==> src/rtl/fp_op_sequencer_if.sv <==
// Request/response handshake bundle between a client and the FP op sequencer.
// The master drives requests and accepts responses; the slave is the sequencer.
interface fp_op_sequencer_if;
  logic        req_valid;
  logic        req_ready;
  logic        req_mode_fp;
  logic [1:0]  req_op;
  logic [31:0] req_a;
  logic [31:0] req_b;
  logic        res_valid;
  logic        res_ready;
  logic [31:0] res_data;
  logic [4:0]  res_flags;

  modport master (
    output req_valid, req_mode_fp, req_op, req_a, req_b, res_ready,
    input  req_ready, res_valid, res_data, res_flags
  );

  modport slave (
    input  req_valid, req_mode_fp, req_op, req_a, req_b, res_ready,
    output req_ready, res_valid, res_data, res_flags
  );
endinterface

==> src/rtl/fp_op_sequencer.sv <==
// Front-end controller for the shared FP unit: latches one operation, resolves
// IEEE-754 special cases locally, otherwise launches the unit and guards it with a watchdog.
module fp_op_sequencer #(
  parameter int TIMEOUT_CYCLES = 64,
  parameter int CNT_W          = 7
) (
  input  logic                clk,
  input  logic                rst_n,
  fp_op_sequencer_if.slave    bus,
  output logic                dec_mode_fp,
  output logic [31:0]         dec_a,
  output logic [31:0]         dec_b,
  input  logic                dec_sign_a,
  input  logic                dec_sign_b,
  input  logic                dec_is_nan_a,
  input  logic                dec_is_nan_b,
  input  logic                dec_is_inf_a,
  input  logic                dec_is_inf_b,
  input  logic                dec_is_zero_a,
  input  logic                dec_is_zero_b,
  output logic                unit_start,
  output logic [1:0]          unit_op,
  input  logic                unit_done,
  input  logic [31:0]         unit_result,
  input  logic [4:0]          unit_flags,
  output logic                timeout_err
);

  localparam logic [1:0] OP_ADD = 2'b00;
  localparam logic [1:0] OP_SUB = 2'b01;
  localparam logic [1:0] OP_MUL = 2'b10;
  localparam logic [1:0] OP_DIV = 2'b11;

  localparam logic [4:0] FLAG_INVALID = 5'b10000;
  localparam logic [4:0] FLAG_DIVZERO = 5'b01000;

  localparam logic [CNT_W-1:0] CNT_LAST = CNT_W'(TIMEOUT_CYCLES - 1);

  typedef enum logic [2:0] {
    S_IDLE,
    S_DECODE,
    S_EXEC,
    S_WAIT,
    S_DONE
  } state_t;

  state_t           state;
  state_t           state_next;
  logic [CNT_W-1:0] wd_cnt;
  logic [31:0]      res_data_q;
  logic [4:0]       res_flags_q;

  logic        accept;
  logic        sign_b_eff;
  logic        addsub_invalid;
  logic        mul_invalid;
  logic        div_invalid;
  logic        div_by_zero;
  logic        special_hit;
  logic [31:0] special_data;
  logic [4:0]  special_flags;
  logic [31:0] qnan_val;
  logic [31:0] inf_val;
  logic        inf_sign;
  logic        timeout_hit;
  logic [31:0] unit_result_masked;

  assign bus.req_ready = (state == S_IDLE);
  assign bus.res_valid = (state == S_DONE);
  assign bus.res_data  = res_data_q;
  assign bus.res_flags = res_flags_q;

  assign accept = (state == S_IDLE) && bus.req_valid;

  // Subtraction is treated as addition of b with its sign flipped.
  assign sign_b_eff     = dec_sign_b ^ (unit_op == OP_SUB);
  assign addsub_invalid = ((unit_op == OP_ADD) || (unit_op == OP_SUB)) &&
                          dec_is_inf_a && dec_is_inf_b && (dec_sign_a != sign_b_eff);
  assign mul_invalid    = (unit_op == OP_MUL) &&
                          ((dec_is_inf_a && dec_is_zero_b) || (dec_is_zero_a && dec_is_inf_b));
  assign div_invalid    = (unit_op == OP_DIV) &&
                          ((dec_is_inf_a && dec_is_inf_b) || (dec_is_zero_a && dec_is_zero_b));
  assign div_by_zero    = (unit_op == OP_DIV) && dec_is_zero_b &&
                          !dec_is_inf_a && !dec_is_zero_a;

  assign inf_sign = dec_sign_a ^ dec_sign_b;
  assign qnan_val = dec_mode_fp ? 32'h7FC0_0000 : 32'h0000_7E00;
  assign inf_val  = dec_mode_fp ? {inf_sign, 8'hFF, 23'b0} : {16'b0, inf_sign, 5'h1F, 10'b0};

  assign unit_result_masked = dec_mode_fp ? unit_result : {16'b0, unit_result[15:0]};

  // Watchdog expiry: a done arriving on the final count cycle takes precedence.
  assign timeout_hit = (state == S_WAIT) && !unit_done && (wd_cnt == CNT_LAST);

  always_comb begin
    special_hit   = 1'b1;
    special_data  = qnan_val;
    special_flags = FLAG_INVALID;
    if (dec_is_nan_a || dec_is_nan_b) begin
      special_flags = 5'b0;
    end else if (addsub_invalid || mul_invalid || div_invalid) begin
      special_flags = FLAG_INVALID;
    end else if (div_by_zero) begin
      special_data  = inf_val;
      special_flags = FLAG_DIVZERO;
    end else begin
      special_hit   = 1'b0;
      special_data  = 32'b0;
      special_flags = 5'b0;
    end
  end

  always_comb begin
    state_next = state;
    case (state)
      S_IDLE:   if (accept) state_next = S_DECODE;
      S_DECODE: state_next = special_hit ? S_DONE : S_EXEC;
      S_EXEC:   state_next = S_WAIT;
      S_WAIT:   if (unit_done || timeout_hit) state_next = S_DONE;
      S_DONE:   if (bus.res_ready) state_next = S_IDLE;
      default:  state_next = S_IDLE;
    endcase
  end

  always_ff @(posedge clk or negedge rst_n) begin
    if (!rst_n) begin
      state <= S_IDLE;
    end else begin
      state <= state_next;
    end
  end

  always_ff @(posedge clk or negedge rst_n) begin
    if (!rst_n) begin
      dec_mode_fp <= 1'b0;
      dec_a       <= 32'b0;
      dec_b       <= 32'b0;
      unit_op     <= 2'b0;
      unit_start  <= 1'b0;
      wd_cnt      <= '0;
      res_data_q  <= 32'b0;
      res_flags_q <= 5'b0;
      timeout_err <= 1'b0;
    end else begin
      unit_start <= (state == S_DECODE) && !special_hit;

      if (accept) begin
        dec_mode_fp <= bus.req_mode_fp;
        dec_a       <= bus.req_a;
        dec_b       <= bus.req_b;
        unit_op     <= bus.req_op;
        timeout_err <= 1'b0;
      end

      if (state == S_EXEC) begin
        wd_cnt <= '0;
      end else if ((state == S_WAIT) && !unit_done && !timeout_hit) begin
        wd_cnt <= wd_cnt + CNT_W'(1);
      end

      // Response registers only load on the transition into DONE, so they hold through backpressure.
      if ((state == S_DECODE) && special_hit) begin
        res_data_q  <= special_data;
        res_flags_q <= special_flags;
      end else if ((state == S_WAIT) && unit_done) begin
        res_data_q  <= unit_result_masked;
        res_flags_q <= unit_flags;
      end else if (timeout_hit) begin
        res_data_q  <= qnan_val;
        res_flags_q <= FLAG_INVALID;
        timeout_err <= 1'b1;
      end
    end
  end

endmodule

==> src/flat_wrapper.sv <==
// flat-port wrapper written by rule: the top's interface ports become plain ports
module fp_op_sequencer_flat 
#(
  parameter int TIMEOUT_CYCLES = 64,
  parameter int CNT_W          = 7
)
  (clk, rst_n, dec_mode_fp, dec_a, dec_b, dec_sign_a, dec_sign_b, dec_is_nan_a, dec_is_nan_b, dec_is_inf_a, dec_is_inf_b, dec_is_zero_a, dec_is_zero_b, unit_start, unit_op, unit_done, unit_result, unit_flags, timeout_err, bus_req_valid, bus_req_mode_fp, bus_req_op, bus_req_a, bus_req_b, bus_res_ready, bus_req_ready, bus_res_valid, bus_res_data, bus_res_flags);
  fp_op_sequencer_if bus_i ();
  input  logic clk;
  input  logic rst_n;
  output logic dec_mode_fp;
  output logic [31:0] dec_a;
  output logic [31:0] dec_b;
  input  logic dec_sign_a;
  input  logic dec_sign_b;
  input  logic dec_is_nan_a;
  input  logic dec_is_nan_b;
  input  logic dec_is_inf_a;
  input  logic dec_is_inf_b;
  input  logic dec_is_zero_a;
  input  logic dec_is_zero_b;
  output logic unit_start;
  output logic [1:0] unit_op;
  input  logic unit_done;
  input  logic [31:0] unit_result;
  input  logic [4:0] unit_flags;
  output logic timeout_err;
  input wire logic [$bits(bus_i.req_valid)-1:0] bus_req_valid;
  input wire logic [$bits(bus_i.req_mode_fp)-1:0] bus_req_mode_fp;
  input wire logic [$bits(bus_i.req_op)-1:0] bus_req_op;
  input wire logic [$bits(bus_i.req_a)-1:0] bus_req_a;
  input wire logic [$bits(bus_i.req_b)-1:0] bus_req_b;
  input wire logic [$bits(bus_i.res_ready)-1:0] bus_res_ready;
  output wire logic [$bits(bus_i.req_ready)-1:0] bus_req_ready;
  output wire logic [$bits(bus_i.res_valid)-1:0] bus_res_valid;
  output wire logic [$bits(bus_i.res_data)-1:0] bus_res_data;
  output wire logic [$bits(bus_i.res_flags)-1:0] bus_res_flags;
  assign bus_i.req_valid = bus_req_valid;
  assign bus_i.req_mode_fp = bus_req_mode_fp;
  assign bus_i.req_op = bus_req_op;
  assign bus_i.req_a = bus_req_a;
  assign bus_i.req_b = bus_req_b;
  assign bus_i.res_ready = bus_res_ready;
  assign bus_req_ready = bus_i.req_ready;
  assign bus_res_valid = bus_i.res_valid;
  assign bus_res_data = bus_i.res_data;
  assign bus_res_flags = bus_i.res_flags;
  fp_op_sequencer #(.TIMEOUT_CYCLES(TIMEOUT_CYCLES), .CNT_W(CNT_W)) u_core (.clk(clk), .rst_n(rst_n), .bus(bus_i), .dec_mode_fp(dec_mode_fp), .dec_a(dec_a), .dec_b(dec_b), .dec_sign_a(dec_sign_a), .dec_sign_b(dec_sign_b), .dec_is_nan_a(dec_is_nan_a), .dec_is_nan_b(dec_is_nan_b), .dec_is_inf_a(dec_is_inf_a), .dec_is_inf_b(dec_is_inf_b), .dec_is_zero_a(dec_is_zero_a), .dec_is_zero_b(dec_is_zero_b), .unit_start(unit_start), .unit_op(unit_op), .unit_done(unit_done), .unit_result(unit_result), .unit_flags(unit_flags), .timeout_err(timeout_err));
endmodule
==> config.mk <==
export PLATFORM = sky130hd
export DESIGN_NAME = fp_op_sequencer_flat
export DESIGN_NICKNAME = d
export VERILOG_FILES = /design/src/rtl/fp_op_sequencer_if.sv /design/src/rtl/fp_op_sequencer.sv /design/src/flat_wrapper.sv
export SDC_FILE = /design/constraint.sdc
export NUM_CORES = 1
export LEC_CHECK = 0
export ABC_CLOCK_PERIOD_IN_PS = 3100
export BUFFER_PORTS_ARGS = -buffer_cell sky130_fd_sc_hd__buf_2
export CORE_ASPECT_RATIO = 1.2
export CORE_MARGIN = 2
export CORE_UTILIZATION = 40
export CTS_BUF_LIST = sky130_fd_sc_hd__clkbuf_8
export DETAILED_ROUTE_END_ITERATION = 12
export GPL_TIMING_DRIVEN = 0
export PLACE_DENSITY = 0.71
export SLEW_MARGIN = 0
export SYNTH_ARGS = -nofsm -noshare
export SYNTH_HDL_FRONTEND = slang
export SYNTH_SLANG_ARGS = --single-unit
==> constraint.sdc <==
create_clock -name clk -period 3.1 [get_ports clk]
set_input_delay 0.155 -clock clk [delete_from_list [all_inputs] [get_ports clk]]
set_output_delay 0.155 -clock clk [all_outputs]
set_load 0.05 [all_outputs]
==> results of run 1 <==
critical path, delay by kind of cell (launching register included):
kind          cells  cell delay [ns]
simple gates      2             0.45
buf+inv           4             1.03
flops             1             0.38
mux               1             0.36
sequential cells by signal (all words and copies together) (netlist names):
signal                cells
u_core.bus.res_data      32
u_core.dec_a             32
u_core.dec_b             32
u_core.wd_cnt             7
u_core.bus.res_flags      5
u_core.state              3
u_core.unit_op            2
u_core.dec_mode_fp        1
u_core.timeout_err        1
u_core.unit_start         1
worst paths after layout:
check	cells past startpoint	endpoint	slack (ns)
setup / recovery	7	u_core.dec_a[12]$_DFFE_PN0P_	0.75
hold / removal	3	u_core.bus.res_data[11]$_DFFE_PN0P_	0.04
setup reg to reg	7	u_core.dec_a[12]$_DFFE_PN0P_	0.75
hold reg to reg	1	u_core.bus.res_data[2]$_DFFE_PN0P_	0.50
max in group asynchronous	3	u_core.dec_b[11]$_DFFE_PN0P_	2.00
min in group asynchronous	2	u_core.bus.res_data[23]$_DFFE_PN0P_	0.36
cell families after synthesis:
kind of cell	share of synthesized area [%]
mux	19.10
buf+inv	3.883
flops	61.28
compound gates	9.165
simple gates	5.574
xor+xnor	0.7397
fa+ha+maj	0.2641
metal layers:
metal  share of wire (%)  GRT usage [%]  vias to the layer above
met5                   0              0                        -
met4                 2.6          10.20                        0
met3                 6.9          7.010                       31
met2                  52          37.42                      169
met1                  39          22.13                     1994
li1                    -              -                     1929
cell type report:
cell class | count | area [um^2] | area share, %
Tap cell | 157 | 196.4 | 2.618
Buffer | 18 | 112.6 | 1.501
Clock buffer | 23 | 316.6 | 4.219
Clock inverter | 9 | 171.4 | 2.284
Multi-Input combinational cell | 198 | 1650 | 21.99
Timing Repair Buffer | 318 | 2082 | 27.75
Inverter | 19 | 71.32 | 0.9505
Sequential cell | 116 | 2903 | 38.69
power by group:
part	leakage (nW)	total [W]	switching (W)	internal (W)
combinational	2.08	0.00472	0.00330	0.00142
sequential	1.43	0.00254	0.000360	0.00217
clock	0.249	0.00167	0.000588	0.00108
cells in the final DEF (no fill, tap or decap), types with 2 or more instances in the layout:
cell	n
a21oi_1	9
a22o_1	20
a22oi_1	2
and2_1	2
buf_2	226
buf_4	2
buf_6	5
bufinv_16	5
clkbuf_1	9
clkbuf_8	23
clkinv_2	2
dfrtp_1	116
dlygate4sd3_1	93
inv_1	20
mux2_2	67
mux2i_1	15
nand2_1	7
nand2b_1	2
nand3_1	3
nand4b_1	3
nor2_1	13
nor3_1	4
nor3b_1	2
o211ai_1	2
o21ai_0	21
or3_1	2
xnor2_1	3
stage by stage:
stage                     hold WS [ns]  instance area (um^2)  setup slack, ns  utilization (%)
final                          0.04045                  7503           0.7502            64.87
after global placement          0.3314                  6055           0.5505            52.34
after global routing           0.02856                  7503           0.5155            64.87
after floorplan                -0.1406                  4737           0.1731                -
after CTS                     0.004481                  7503           0.6653            64.87
after detailed placement        0.2781                  6085           0.6811            52.60
what timing repair did:
item | 4_1_cts | 5_1_grt
hold buffers | 93 | 0
hold endpoints to repair | 151 | 0
setup buffers | 0 | 0
==> results by group, run 1 <==
Placement
  • Post-Place Cells: 733
  • Routability congestion estimate: 0.7642
  • I/O Buffers: 224
  • Detailed Place HPWL: 8648 um

Detailed routing
  • Antenna-violating nets left: 0
  • Iteration-0 DRC Markers: 100
  • Total wire length: 13,280 um
  • Post-route DRC: 0
  • Vias post-DR: 4,123
  • First-pass DRT Iterations: 4
  • WL/cell: 15.48 um
  • Vias per cell: 4.805

Layout
  • Layout cell share with drive strength beyond 1: 47.79%
  • Synthesis-to-finish area growth: 58.40%
  • Final net count: 806
  • Final std cells w/o fill: 858
  • FILL cells: 881
  • Diodes inserted: 0

Synthesis
  • Post-Syn Nets: 469
  • Synth cell count leaders: 116 x dfrtp_1, 67 x mux2_2, 21 x o21ai_0
  • Most numerous cell in the Yosys netlist: dfrtp_1
  • #FFs+latches synth: 116
  • Top cells by area, synth: dfrtp_1 61%, mux2_2 16%, a22o_1 3.7%
  • Sequential share of the synthesized area: 61.28%
  • Async set-reset flop share out of synthesis: 100.0%
  • Yosys top cell by area: dfrtp_1
  • Post-synthesis cell type count: 44
  • Yosys warning total: 0
  • Prevailing post-synth register cell: dfrtp_1
  • Mapped Area: 0.004737 mm^2
  • Syn avg cell area: 13.50 um^2
  • Top cell type's share of synthesized area: 61.28%
  • Number of synthesized flops with an enable pin: 0
  • Post-Syn Instances: 351

CTS
  • Root buf cell: clkbuf_8
  • Skew-Pair Late Insertion Delay: 0.43 ns
  • CTS buffer count: 17
  • CTS tree: yes
  • CTS sink cnt: 116
  • Clk buf depth: 2
  • Gates resized, CTS repair: 0
  • Worst-path clk slew: 0.07 ns
  • CTS H-tree lvls: 4

Timing
  • Crit path time final: 2.350 ns
  • Final hold vios: 0
  • Final worst path period share: 75.80%
  • Final slew viol count: 0
  • Unrepaired setup endpoints after global routing: no
  • Final setup TNS: 0 ns
  • Measured slew at the worst slew-check pin: 0.7793 ns
  • Slew margin rel.: 48.05%
  • Max Fclk: 0.4256 GHz
  • Setup violators final: 0
  • Final Skew: 0.01036 ns

Run status
  • Status: finished clean

Power and ir drop
  • P_leak: 3.765 nW
  • Peak VDD IR: 552.7 uV
  • Total power draw: 0.008925 W
  • Pwr dens: 1189 mW/mm^2

Job
  • MaxCap Viol Count: 0

Die
  • Die height: 123.2 um
  • FP Rows: 43
  • Initial Utilization: 40.95%
  • I/O pins: 225
  • Core Area: 0.01157 mm^2
  • Die Area: 0.01273 mm^2
  • Die width: 103.3 um

Worst setup path
  • Setup crit end kind: register
  • Required @ worst endpoint: 3.41 ns
  • Critical path's largest stage delay: 0.38 ns
  • Crit path cell chain: buf_6, nor3_1, and2_1, clkbuf_1, buf_2, buf_2, mux2_2
  • CP Max Fanout: 10
  • Critical setup path kind: register to register
  • Crit path launch type: register
  • Arrival time at the worst endpoint: 2.66 ns
  • Reg2reg start: u_core.state[1]$_DFFE_PN0P_
  • Crit-path most repeated cell: buf_2
  • CP max stage cell: dfrtp_1
  • Worst setup startpoint: u_core.state[1]$_DFFE_PN0P_

Global routing
  • Initial antenna violation count: 0
  • Vias in the first global route: 4,351
  • GR Util All Layers: 21.12%
  • First-pass GRT wire length: 20,470 um
  • Largest net degree at the start of global routing: 61
  • Gr ovfl total: 0

Worst hold path
  • Worst hold path startpoint: unit_result[11]
  • Worst Hold Class: primary input to register
Power figures use the tool's default switching activity.
==> run 2: changes to the inputs <==
--- a/config.mk
+++ b/config.mk
@@ -5,7 +5,8 @@
 export SDC_FILE = /design/constraint.sdc
 export NUM_CORES = 1
 export LEC_CHECK = 0
-export ABC_CLOCK_PERIOD_IN_PS = 3100
+export ABC_AREA = 1
+export ABC_CLOCK_PERIOD_IN_PS = 2100
 export BUFFER_PORTS_ARGS = -buffer_cell sky130_fd_sc_hd__buf_2
 export CORE_ASPECT_RATIO = 1.2
 export CORE_MARGIN = 2
@@ -13,7 +14,7 @@
 export CTS_BUF_LIST = sky130_fd_sc_hd__clkbuf_8
 export DETAILED_ROUTE_END_ITERATION = 12
 export GPL_TIMING_DRIVEN = 0
-export PLACE_DENSITY = 0.71
+export PLACE_DENSITY = 0.73
 export SLEW_MARGIN = 0
 export SYNTH_ARGS = -nofsm -noshare
 export SYNTH_HDL_FRONTEND = slang
==> constraint.sdc (replaced) <==
create_clock -name clk -period 2.1 [get_ports clk]
set_input_delay 0.105 -clock clk [delete_from_list [all_inputs] [get_ports clk]]
set_output_delay 0.105 -clock clk [all_outputs]
set_load 0.05 [all_outputs]
==> run 2 against run 1 <==
Clock skew up 0.0011 ns. Sequential power is 53% higher. Largest power group unchanged. Sequential share of layout area fell by 0.79 points. Worst setup slack got worse by 0.53 ns. Utilization down 0.75 points. Critical path type unchanged. Total power increased by 51%. Clock power grew 22%. Largest cell class unchanged.
==> results by group, run 2 <==
Worst setup path
  • Crit path launch type: register
  • Required @ worst endpoint: 2.42 ns
  • Setup crit end kind: register
  • Arrival time at the worst endpoint: 2.20 ns
  • Critical setup path kind: register to register
  • CP Max Fanout: 10

Timing
  • Final slew viol count: 0
  • Final hold vios: 0
  • Unrepaired setup endpoints after global routing: no
  • Final worst path period share: 89.66%
  • Setup ws final: 0.2171 ns
  • Crit path time final: 1.883 ns
  • Setup violators final: 0
  • Max Fclk: 0.5311 GHz
  • Final Skew: 0.01143 ns
  • Slew margin rel.: 46.76%
  • Worst hold slack: 0.05121 ns
  • Measured slew at the worst slew-check pin: 0.7986 ns

CTS
  • Clk buf depth: 2
  • CTS sink cnt: 116
  • CTS H-tree lvls: 4
  • Skew-Pair Late Insertion Delay: 0.43 ns
  • Worst-path clk slew: 0.07 ns
  • CTS buffer count: 17
  • Root buf cell: clkbuf_8
  • CTS tree: yes

Synthesis
  • Yosys warning total: 0
  • Number of synthesized flops with an enable pin: 0
  • Async set-reset flop share out of synthesis: 100.0%
  • Prevailing post-synth register cell: dfrtp_1
  • Synth cell count leaders: 161 x nand2_1, 116 x dfrtp_1, 64 x mux2_2
  • Synth Area in Adders: 0.2577%
  • #FFs+latches synth: 116
  • Post-Syn Instances: 460
  • Mapped Area: 0.004855 mm^2
  • Largest family of logic cells by synthesized area: simple AND/OR/NAND/NOR gates
  • Sequential share of the synthesized area: 59.79%
  • Post-Syn Nets: 578
  • Post-synthesis cell type count: 26
  • Top cell type's share of synthesized area: 59.79%
  • Syn avg cell area: 10.55 um^2
  • Compound-Gate Fraction of Synth Area: 2.912%
  • Synth Area in XOR/XNOR: 0%
  • Yosys top cell by area: dfrtp_1
  • Most numerous cell in the Yosys netlist: nand2_1
  • Top cells by area, synth: dfrtp_1 60%, mux2_2 15%, nand2_1 12%
  • Mux share of post-synthesis cell area: 14.85%
  • Post-synthesis simple-gate area fraction: 18.32%

Power and ir drop
  • Peak VDD IR: 992.0 uV
  • Total power draw: 0.01347 W
  • P_leak: 4.052 nW
  • Pwr dens: 1758 mW/mm^2

Detailed routing
  • WL/cell: 14.53 um
  • First-pass DRT Iterations: 4
  • Vias post-DR: 4,562
  • Iteration-0 DRC Markers: 206
  • Antenna-violating nets left: 0
  • Post-route DRC: 0
  • Total wire length: 14,270 um
  • Vias per cell: 4.646

Global routing
  • Largest net degree at the start of global routing: 62
  • Gr ovfl total: 0
  • Vias in the first global route: 4,874
  • GR Util All Layers: 22.42%
  • Initial antenna violation count: 0
  • First-pass GRT wire length: 23,030 um

Layout
  • Most common cell after layout, fill and taps aside: buf_2
  • Final net count: 926
  • FILL cells: 908
  • Final core occ: 64.12%
  • Post-route cell area: 0.007660 mm^2
  • Layout cell share with drive strength beyond 1: 41.78%
  • Synthesis-to-finish area growth: 57.78%
  • Diodes inserted: 0
  • Commonest non-fill, non-tap cells in the layout: 232 x buf_2, 161 x nand2_1, 116 x dfrtp_1

Job
  • MaxCap Viol Count: 0

Die
  • Die height: 124.7 um
  • Initial Utilization: 40.64%
  • Core Area: 0.01195 mm^2
  • Die width: 104.6 um
  • FP Rows: 44
  • I/O pins: 225
  • Die Area: 0.01304 mm^2

Run status
  • Status: finished clean

Placement
  • Place WS: 0.1940 ns
  • I/O Buffers: 224
  • Routability congestion estimate: 0.8663
  • Detailed Place HPWL: 9405 um
  • Post-DP Area: 0.006215 mm^2

Worst hold path
  • Worst Hold Class: primary input to register
[run 2: changes by cell type after synthesis, sizes merged, moves of 5 or more]
cell    change
a22o       -20
inv         +5
o21ai      -19
o21a       +10
nor2        +6
mux2i      -15
nand3      +19
clkbuf      -5
nand2     +157
nand4       +5
[run 2: worst paths after layout]
path | startpoint | slack [ns] | to | cells after the start
max in group asynchronous | rst_n | 1.02 | u_core.state[0]$_DFFE_PN0P_ | 3
min reg2reg | u_core.bus.res_data[9]$_DFFE_PN0P_ | 0.47 | u_core.bus.res_data[9]$_DFFE_PN0P_ | 2
max | u_core.wd_cnt[1]$_DFFE_PN0P_ | 0.22 | u_core.bus.res_data[28]$_DFFE_PN0P_ | 11
min in group asynchronous | rst_n | 0.29 | u_core.dec_a[11]$_DFFE_PN0P_ | 2
min | unit_flags[4] | 0.05 | u_core.bus.res_flags[4]$_DFFE_PN0P_ | 4
max reg2reg | u_core.wd_cnt[1]$_DFFE_PN0P_ | 0.22 | u_core.bus.res_data[28]$_DFFE_PN0P_ | 11
[run 2: logic make-up (layout without fill, tap and decap cells)]
kind of cell	Yosys count	count (layout)
compound gates	22	22
flops	116	116
fa+ha+maj	1	1
simple gates	216	216
mux	64	64
buf+inv	41	402
[run 2: worst max-delay path, stage by stage, from the launching register on]
cell,delay [ns]
dfrtp_1,0.39
ha_2,0.23
nand4_1,0.17
nor2_2,0.16
nand2_1,0.09
nand2_2,0.11
nand2_1,0.10
nor2_4,0.12
nand2_4,0.12
buf_6,0.17
nand2_1,0.06
nand2_1,0.05
[run 2: final cells by class]
type                       instances  area (um^2)  share of cell area, %
sequential                       116         2903                  37.90
inverter                          25        93.84                  1.225
timing repair buffer             329         2192                  28.62
multi-input combinational        303         1782                  23.26
clock buffer                      17        234.0                  3.055
buffer                            16        93.84                  1.225
tap                              161        201.4                  2.630
clock inverter                    15        160.2                  2.091
[run 2: what timing repair did]
action	in CTS	in global routing
setup endpoints to repair	0	29
buffers inserted	0	0
hold endpoints to repair	163	0
resized for setup	0	3
hold buffers	104	0
[run 2: layer usage]
metal	wire length (um)	up-vias	global-route usage, %
li1	-	2194	-
met1	5638	2188	24.49
met2	7616	148	40.68
met3	629	32	5.233
met4	386	0	10.49
met5	0	-	0
[run 2: power by group]
| group | internal (W) | leakage, nW | switching (W) |
|---|---|---|---|
| clock | 0.00107 | 0.201 | 0.000965 |
| combinational | 0.00210 | 2.42 | 0.00544 |
| sequential | 0.00330 | 1.43 | 0.000595 |
[run 2: stage by stage]
step,TNS [ns],cells
global route,0,982
CTS,0,982
detailed placement,0,846
floorplan,0,460
finish,0,982
global placement,-44.87,845
